### config.mk
export PLATFORM = sky130hd
export DESIGN_NAME = amber48_uart_tx_flat
export DESIGN_NICKNAME = d
export VERILOG_FILES = /design/src/rtl/amber48_pkg.sv /design/src/rtl/amber48_uart_tx_if.sv /design/src/rtl/amber48_sync_fifo.sv /design/src/rtl/amber48_uart_tx.sv /design/src/flat_wrapper.sv
export SDC_FILE = /design/constraint.sdc
export NUM_CORES = 1
export LEC_CHECK = 0
export CAP_MARGIN = 40
export CELL_PAD_IN_SITES_DETAIL_PLACEMENT = 1
export CELL_PAD_IN_SITES_GLOBAL_PLACEMENT = 1
export CORE_ASPECT_RATIO = 0.7
export CORE_UTILIZATION = 42
export DETAILED_ROUTE_END_ITERATION = 7
export PLACE_DENSITY_LB_ADDON = 0.08
export RECOVER_POWER = 50
export SETUP_SLACK_MARGIN = 0.05
export SLEW_MARGIN = 0
export SYNTH_ARGS = -nofsm -noshare
export SYNTH_HDL_FRONTEND = slang
export SYNTH_SLANG_ARGS = --single-unit
### constraint.sdc
create_clock -name clk_i -period 2 [get_ports clk_i]
set_input_delay 0.2 -clock clk_i [delete_from_list [all_inputs] [get_ports clk_i]]
set_output_delay 0.2 -clock clk_i [all_outputs]
set_load 0.1 [all_outputs]
### src/rtl/amber48_pkg.sv
// Shared amber48 constants and the UART transmitter state encoding.
// No logic here. Nothing is registered, so there is no latency or backpressure.
package amber48_pkg;

    localparam int unsigned UART_CLK_HZ = 50_000_000;
    localparam int unsigned UART_BAUD   = 115_200;

    typedef enum logic [1:0] {
        UTX_IDLE,
        UTX_START,
        UTX_DATA,
        UTX_STOP
    } uart_tx_state_e;

endpackage

### src/rtl/amber48_uart_tx_if.sv
// Byte handshake from the dmem UART slot into the transmitter.
// A byte transfers on a cycle where valid and ready are both high. Ready is a level.
interface amber48_uart_tx_if;

    logic       tx_valid;
    logic [7:0] tx_data;
    logic       tx_ready;

    modport master (output tx_valid, output tx_data, input tx_ready);
    modport slave  (input tx_valid, input tx_data, output tx_ready);

endinterface

### src/rtl/amber48_sync_fifo.sv
// Single-clock FIFO with a power-of-two depth and a show-ahead read port.
// A push becomes visible at the read port one cycle later. A push while full or a pop while empty is dropped.
module amber48_sync_fifo #(
    parameter int WIDTH = 8,
    parameter int DEPTH = 4
) (
    input  logic             clk_i,
    input  logic             rst_ni,
    input  logic             i_push,
    input  logic [WIDTH-1:0] i_push_dat,
    input  logic             i_pop,
    output logic [WIDTH-1:0] o_pop_dat,
    output logic             o_full,
    output logic             o_empty
);

    localparam int PTR_W = $clog2(DEPTH);
    localparam logic [PTR_W:0] FULL_CNT = (PTR_W+1)'(DEPTH);

    logic [WIDTH-1:0] r_mem [DEPTH];
    logic [PTR_W-1:0] r_wr_ptr;
    logic [PTR_W-1:0] r_rd_ptr;
    logic [PTR_W:0]   r_count;
    logic             w_push;
    logic             w_pop;

    assign w_push = i_push & ~o_full;
    assign w_pop  = i_pop & ~o_empty;

    // Pointers are exactly log2(DEPTH) wide, so they wrap modulo DEPTH for free.
    always_ff @(posedge clk_i or negedge rst_ni) begin
        if (!rst_ni) begin
            r_wr_ptr <= '0;
            r_rd_ptr <= '0;
            r_count  <= '0;
        end else begin
            if (w_push) r_wr_ptr <= r_wr_ptr + 1'b1;
            if (w_pop)  r_rd_ptr <= r_rd_ptr + 1'b1;
            case ({w_push, w_pop})
                2'b10:   r_count <= r_count + 1'b1;
                2'b01:   r_count <= r_count - 1'b1;
                default: r_count <= r_count;
            endcase
        end
    end

    always_ff @(posedge clk_i) begin
        if (w_push) r_mem[r_wr_ptr] <= i_push_dat;
    end

    assign o_pop_dat = r_mem[r_rd_ptr];
    assign o_full    = (r_count == FULL_CNT);
    assign o_empty   = (r_count == '0);

endmodule

### src/rtl/amber48_uart_tx.sv
// 8N1 UART transmitter fed by the dmem byte handshake. Defining AMBER48_UART_TX_FIFO_EN adds a FIFO_DEPTH-entry buffer in front of the shifter.
// Accept-to-start-bit latency is 1 cycle without the buffer and 2 cycles with it. Ready is held low while a frame runs, or while the buffer is full.
module amber48_uart_tx
    import amber48_pkg::*;
#(
    parameter int unsigned CLK_HZ     = UART_CLK_HZ,
    parameter int unsigned BAUD       = UART_BAUD,
    parameter int unsigned FIFO_DEPTH = 4
) (
    input  logic               clk_i,
    input  logic               rst_ni,
    amber48_uart_tx_if.slave   tx_if,
    output logic               tx_o,
    output logic               busy_o
);

    localparam int unsigned CLKS_PER_BIT = CLK_HZ / BAUD;
    localparam int unsigned CNT_W        = (CLKS_PER_BIT < 2) ? 1 : $clog2(CLKS_PER_BIT);
    localparam logic [CNT_W-1:0] BAUD_LAST = CNT_W'(CLKS_PER_BIT - 1);

    if (CLKS_PER_BIT < 2) begin : g_bad_baud
        $fatal(1, "amber48_uart_tx: CLK_HZ/BAUD must be at least 2");
    end
    if (FIFO_DEPTH < 2 || (FIFO_DEPTH & (FIFO_DEPTH - 1)) != 0) begin : g_bad_depth
        $fatal(1, "amber48_uart_tx: FIFO_DEPTH must be a power of two >= 2");
    end

    uart_tx_state_e   r_state;
    uart_tx_state_e   w_state_nxt;
    logic [CNT_W-1:0] r_baud;
    logic [CNT_W-1:0] w_baud_nxt;
    logic [2:0]       r_bit;
    logic [2:0]       w_bit_nxt;
    logic [7:0]       r_shift;
    logic [7:0]       w_shift_nxt;
    logic             r_tx;
    logic             w_tx_nxt;
    logic             r_init;
    logic             w_accept;
    logic             w_bit_end;
    logic             w_src_vld;
    logic [7:0]       w_src_dat;
    logic             w_pending;

    assign w_accept  = tx_if.tx_valid & tx_if.tx_ready;
    assign w_bit_end = (r_baud == BAUD_LAST);

`ifdef AMBER48_UART_TX_FIFO_EN
    logic w_full;
    logic w_empty;
    logic w_pop;

    // Ready only looks at fullness, so a same-cycle pop never frees a slot early.
    assign w_pop = (r_state == UTX_IDLE) & ~w_empty;

    amber48_sync_fifo #(
        .WIDTH (8),
        .DEPTH (int'(FIFO_DEPTH))
    ) u_fifo (
        .clk_i      (clk_i),
        .rst_ni     (rst_ni),
        .i_push     (w_accept),
        .i_push_dat (tx_if.tx_data),
        .i_pop      (w_pop),
        .o_pop_dat  (w_src_dat),
        .o_full     (w_full),
        .o_empty    (w_empty)
    );

    assign tx_if.tx_ready = r_init & ~w_full;
    assign w_src_vld      = ~w_empty;
    assign w_pending      = ~w_empty;
`else
    assign tx_if.tx_ready = r_init & (r_state == UTX_IDLE);
    assign w_src_vld      = w_accept;
    assign w_src_dat      = tx_if.tx_data;
    assign w_pending      = 1'b0;
`endif

    always_comb begin
        w_state_nxt = r_state;
        w_baud_nxt  = r_baud;
        w_bit_nxt   = r_bit;
        w_shift_nxt = r_shift;
        case (r_state)
            UTX_IDLE: begin
                if (w_src_vld) begin
                    w_state_nxt = UTX_START;
                    w_shift_nxt = w_src_dat;
                    w_baud_nxt  = '0;
                    w_bit_nxt   = '0;
                end
            end
            UTX_START: begin
                if (w_bit_end) begin
                    w_state_nxt = UTX_DATA;
                    w_baud_nxt  = '0;
                end else begin
                    w_baud_nxt  = r_baud + 1'b1;
                end
            end
            UTX_DATA: begin
                if (w_bit_end) begin
                    w_baud_nxt  = '0;
                    w_shift_nxt = {1'b0, r_shift[7:1]};
                    w_bit_nxt   = r_bit + 1'b1;
                    if (r_bit == 3'd7) w_state_nxt = UTX_STOP;
                end else begin
                    w_baud_nxt  = r_baud + 1'b1;
                end
            end
            UTX_STOP: begin
                if (w_bit_end) begin
                    w_state_nxt = UTX_IDLE;
                    w_baud_nxt  = '0;
                end else begin
                    w_baud_nxt  = r_baud + 1'b1;
                end
            end
            default: w_state_nxt = UTX_IDLE;
        endcase

        // The line level is decoded from the next state so the flopped tx lines up with r_state.
        case (w_state_nxt)
            UTX_START: w_tx_nxt = 1'b0;
            UTX_DATA:  w_tx_nxt = w_shift_nxt[0];
            default:   w_tx_nxt = 1'b1;
        endcase
    end

    always_ff @(posedge clk_i or negedge rst_ni) begin
        if (!rst_ni) begin
            r_state <= UTX_IDLE;
            r_baud  <= '0;
            r_bit   <= '0;
            r_shift <= '0;
            r_tx    <= 1'b1;
            r_init  <= 1'b0;
        end else begin
            r_state <= w_state_nxt;
            r_baud  <= w_baud_nxt;
            r_bit   <= w_bit_nxt;
            r_shift <= w_shift_nxt;
            r_tx    <= w_tx_nxt;
            r_init  <= 1'b1;
        end
    end

    assign tx_o   = r_tx;
    assign busy_o = (r_state != UTX_IDLE) | w_pending;

endmodule

### src/flat_wrapper.sv
// flat-port wrapper written by rule: the top's interface ports become plain ports
module amber48_uart_tx_flat import amber48_pkg::*;
#(
    parameter int unsigned CLK_HZ     = UART_CLK_HZ,
    parameter int unsigned BAUD       = UART_BAUD,
    parameter int unsigned FIFO_DEPTH = 4
)
  (clk_i, rst_ni, tx_o, busy_o, tx_if_tx_valid, tx_if_tx_data, tx_if_tx_ready);
  amber48_uart_tx_if tx_if_i ();
  input  logic clk_i;
  input  logic rst_ni;
  output logic tx_o;
  output logic busy_o;
  input wire logic [$bits(tx_if_i.tx_valid)-1:0] tx_if_tx_valid;
  input wire logic [$bits(tx_if_i.tx_data)-1:0] tx_if_tx_data;
  output wire logic [$bits(tx_if_i.tx_ready)-1:0] tx_if_tx_ready;
  assign tx_if_i.tx_valid = tx_if_tx_valid;
  assign tx_if_i.tx_data = tx_if_tx_data;
  assign tx_if_tx_ready = tx_if_i.tx_ready;
  amber48_uart_tx #(.CLK_HZ(CLK_HZ), .BAUD(BAUD), .FIFO_DEPTH(FIFO_DEPTH)) u_core (.clk_i(clk_i), .rst_ni(rst_ni), .tx_if(tx_if_i), .tx_o(tx_o), .busy_o(busy_o));
endmodule
# Word-level counts from Yosys, hierarchy flattened
# Index checks and enable logic that the tools add are counted.
# W data, S select, Z words.
[classes] add_sub_neg=2 eq_ne=9 n_mux=16 n_bitwise=2 n_reduce_logical=5
[op_table] cell="$mux W9" count=2
[op_table] cell="$pmux W9 S2" count=1
[op_table] cell="$mux W8" count=2
[op_table] cell="$pmux W8 S2" count=1
[op_table] cell="$mux W2" count=5
[op_table] cell="$add A9 B1 Y9 const B" count=1
[op_table] cell="$eq A9 B9 Y1 const B" count=1
[op_table] cell="$pmux W2 S4" count=1
[op_table] cell="$eq A2 B2 Y1 const B" count=3
[op_table] cell="$mux W3" count=2
[op_table] cell="$pmux W3 S2" count=1
[op_table] cell="$eq A2 B1 Y1 const B" count=2
[op_table] cell="$ne A2 B1 Y1 const B" count=2
[op_table] cell="$reduce_bool A2 Y1" count=2
[op_table] cell="$add A3 B1 Y3 const B" count=1
[op_table] cell="$eq A3 B3 Y1 const B" count=1
[op_table] cell="$reduce_and A3 Y1" count=1
[op_table] cell="$reduce_or A3 Y1" count=1
[op_table] cell="$and A1 B1 Y1" count=2
[op_table] cell="$logic_not A2 Y1" count=1
[op_table] cell="$pmux W1 S2" count=1
[totals] register_bits=24 input_bits=11 output_inout_bits=3 elab_cells=41

# Longest topological paths before layout
[logic_depth] word_depth=7 mapped_depth=9 depth_no_buf=6

# Worst setup path before layout
# No wires, ideal clock.
[synth_path] kind="register to register" start="register u_core.r_state[0]" end="register u_core.r_bit[1]" setup_ns=0.126 arrival_time_ns=3.211 required_time_ns=1.874 slack_ns=-1.337 stages_incl_launch_ff=5 path_buffers=0 cell_sequence="dfrtp_1 -> nor3b_1 -> nand2_1 -> nand2_1 -> o21ai_0"
[synth_between] elab_chain_len=5
[synth_rtl] item="start, declared" line_no="amber48_uart_tx.sv:28" rtl="uart_tx_state_e r_state;"
[synth_rtl] item="start signal, assigned" line_no="amber48_uart_tx.sv:140" rtl="r_state <= w_state_nxt;"
[synth_rtl] item="$logic_not A2 Y1" line_no="amber48_uart_tx.sv:74" rtl="assign tx_if.tx_ready = r_init & (r_state == UTX_IDLE);"
[synth_rtl] item="$and A1 B1 Y1" line_no="amber48_uart_tx.sv:74"
[synth_rtl] item="net tx_if_tx_ready" line_no="flat_wrapper.sv:16" rtl="output wire logic [$bits(tx_if_i.tx_ready)-1:0] tx_if_tx_ready;"
[synth_rtl] item="$and A1 B1 Y1" line_no="amber48_uart_tx.sv:45" rtl="assign w_accept = tx_if.tx_valid & tx_if.tx_ready;"
[synth_rtl] item="$ne A2 B1 Y1 (no source line)"
[synth_rtl] item="$reduce_and A3 Y1 (no source line)"
[synth_rtl] item="end signal, assigned" line_no="amber48_uart_tx.sv:142" rtl="r_bit <= w_bit_nxt;"
[synth_rtl] item="end, declared" line_no="amber48_uart_tx.sv:32" rtl="logic [2:0] r_bit;"
# The timed path passes the listed nets, and every way through them passes these cells.
# A chain may end at the register's enable or synchronous reset.

# Final worst setup path
[layout_path] start="register u_core.r_baud[1]" end="register u_core.r_bit[0]"
[layout_between] elab_chain_len=3
[layout_rtl] item="start, declared" line_no="amber48_uart_tx.sv:30" rtl="logic [CNT_W-1:0] r_baud;"
[layout_rtl] item="start signal, assigned" line_no="amber48_uart_tx.sv:141" rtl="r_baud <= w_baud_nxt;"
[layout_rtl] item="$eq A9 B9 Y1" line_no="amber48_uart_tx.sv:46" rtl="assign w_bit_end = (r_baud == BAUD_LAST);"
[layout_rtl] item="$ne A2 B1 Y1 (no source line)"
[layout_rtl] item="$reduce_and A3 Y1 (no source line)"
# No other way between the ends.

==> metrics.yaml <==
outcome: "completed"
start_util_pct: 44.24
clockBufferDepth: 2
p_clk_share_pct: 20.2
nets: 153
cts_tree: "done"
grt.overflow.total: 0
num_io_pins: 14
synth.area.top_cells: "dfrtp_1 47%, nand2_1 5.2%, a22o_1 5.0%"
worst_ep_required_time_ns: 2.15
finalHoldViolCount: 0
whs_ns: 0.4833
cp-start-kind: "register"
irDropWorstVdd_mv: 0.4686
slowest_stage: "dfrtp_1"
drc: 0
leakagePower_uw: 0.0006936
yosysTopAreaCellShare_pct: 46.75
timing.setup.tns_ns: 0
drt_first_pass_iters: 4
synth_cells: 120
setup_slack_ns: 0.1960
pwr-share-comb_pct: 30.6
clkLatencyLatePin_ns: 0.27
slew_violations: 0
diodes: 0
cts_buffers: 3
drive_gt1_share_pct: 13.87
synth.distinct_cells: 37
dieArea_um2: 3155
path_delay_family: "simple AND/OR/NAND/NOR gates"
internal-power_uw: 943.2
postSynth.asyncResetShare_pct: 100.0
final_common_cell: "dfrtp_1"
critical_path_class: "reg -> reg"
grtUsageTotal_pct: 20.71
die_w_um: 66.71
grt_antenna_before_repair: 0
fin_worst_skew_ns: 0.007887
setup_viol_count_final: 0
syn2layout_area_growth_pct: 20.63
ant_nets: 0
grt_first_pass_wirelength_mm: 4.554
syn-num-nets: 135
seq_power_share_pct: 49.2
syn_avg_cell_area_um2: 10.26
ys_ff_latch: 24
yosysTopAreaCell: "dfrtp_1"
wirelength_mm: 2.904
io_buffers: 13
syn_area_um2: 1231
p_sw_uw: 513.7
power_density_nw_per_um2: 981.0
cts_resized: 0
nFillCells: 323
crit_fanout: 14
fmax_mhz: 554.3
yosysWarnings: 0
slew_headroom_pct: 11.77
dr.first_iter.drc_count: 34
synth_edf_count: 0
place.gp.congestion: 0.7248
pre_cts_ws_ns: 0.2135
path_clk_slew_ns: 0.08
period_needed_ns: 1.804
grt_pass1_vias: 919
core-area_um2: 2783
die_y_um: 47.30
grt_max_degree: 25
cts_root_buffer: "clkbuf_8"
yosysSeqAreaShare_pct: 48.88
cap_violations: 0
wl_per_cell_um: 16.79
dp_hpwl_mm: 2.166
cpPeakStageDelay_ns: 0.42
min_path_type: "reg -> reg"
viasPerCell: 5.416
num_rows: 16
swShare_pct: 35.26
cts.hold.buffers_added: 0
ys.flop_type: "dfrtp_1"
vias: 937
cts.sinks: 24
grt_setup_unrepaired: "false"
cts_setup_buffers: 0
endpoint_kind: "register"
critPathBufInv: 1
arrival_ns: 1.96
cp_cell_sequence: "inv_1 > ha_1 > and4b_1 > and3_4 > nor2_2 > mux2_2"
cts.htree.levels: 1
final_cell_mix: "23 x dfrtp_1, 17 x nand2_1, 12 x o21ai_0"
post-route-period-util_pct: 90.20
worst_pin_slew_ns: 1.323
-- cell families after synthesis --
family	count (synthesis)	share of synthesized area, %
AOI/OAI and AO/OA	36	20.33
xor gates and xnor gates	3	2.135
adders and majority gates	4	4.065
buffers and inverters	10	5.081
DFF	24	48.88
muxes	2	1.728
other	1	0.3046
and+or+nand+nor	40	17.48
-- cell usage after synthesis, drive strengths merged, types with 2 or more instances --
master   n
dfrtp   23
nand2   17
o21ai   12
a21o     7
a22o     7
buf      5
inv      5
ha       4
nor2     4
a21oi    3
and3     3
nand3    3
a211oi   2
a221o    2
nand2b   2
nand4    2
xor2     2
-- power by group through the flow --
stage / registers, µW / clock network, µW / logic, µW
finish: 716 / 295 / 446
global route: 736 / 324 / 498
CTS: 716 / 306 / 453
detailed placement: 726 / 0 / 451
global placement: 716 / 0 / 436
floorplan: 731 / 0 / 266
-- stage by stage --
stage                     instance area, µm²  utilization [%]  power (µW)  cells
after global routing                    1485            53.37        1558    173
after CTS                               1491            53.60        1476    173
after global placement                  1446            51.98        1151    169
after detailed placement                1446            51.98        1177    169
final                                   1485            53.37        1457    173
after floorplan                         1254                -       996.7    120
-- per-layer routing --
metal	routed length [µm]	global-route usage, %
met2	1284	30.10
met4	13	3.830
met5	0	0
met3	94	5.825
met1	1512	30.92
-- flip-flops by register name, indices dropped and copies added (netlist names) --
name and count:
u_core.r_shift 8, u_core.r_init 1, u_core.tx_o 1, u_core.r_state 2
u_core.r_bit 3, u_core.r_baud 9
-- cell type report --
| cell class | count | area (µm²) | share of cell area, % |
|---|---|---|---|
| multi-input cells | 86 | 591.8 | 39.85 |
| repair buffers | 18 | 178.9 | 12.05 |
| flip-flops and latches | 24 | 601.8 | 40.52 |
| clock buffers | 4 | 45.04 | 3.033 |
| well taps | 36 | 45.04 | 3.033 |
| inverters | 5 | 22.52 | 1.516 |
-- worst paths after layout --
| kind | from | to | slack, ns | depth (start not counted) |
|---|---|---|---|---|
| setup / recovery | u_core.r_baud[1]$_DFFE_PN0N_ | u_core.r_bit[0]$_DFFE_PN0P_ | 0.20 | 6 |
| hold / removal | u_core.r_shift[6]$_DFFE_PN0P_ | u_core.r_shift[6]$_DFFE_PN0P_ | 0.48 | 1 |
| setup reg to reg | u_core.r_baud[1]$_DFFE_PN0N_ | u_core.r_bit[0]$_DFFE_PN0P_ | 0.20 | 6 |
| hold reg to reg | u_core.r_shift[6]$_DFFE_PN0P_ | u_core.r_shift[6]$_DFFE_PN0P_ | 0.48 | 1 |
| max in group asynchronous | rst_ni | u_core.r_shift[0]$_DFF_PN0_ | 0.47 | 2 |
| min in group asynchronous | rst_ni | u_core.r_state[0]$_DFF_PN0_ | 0.75 | 2 |
No activity file was read; power rests on OpenSTA's default activity.
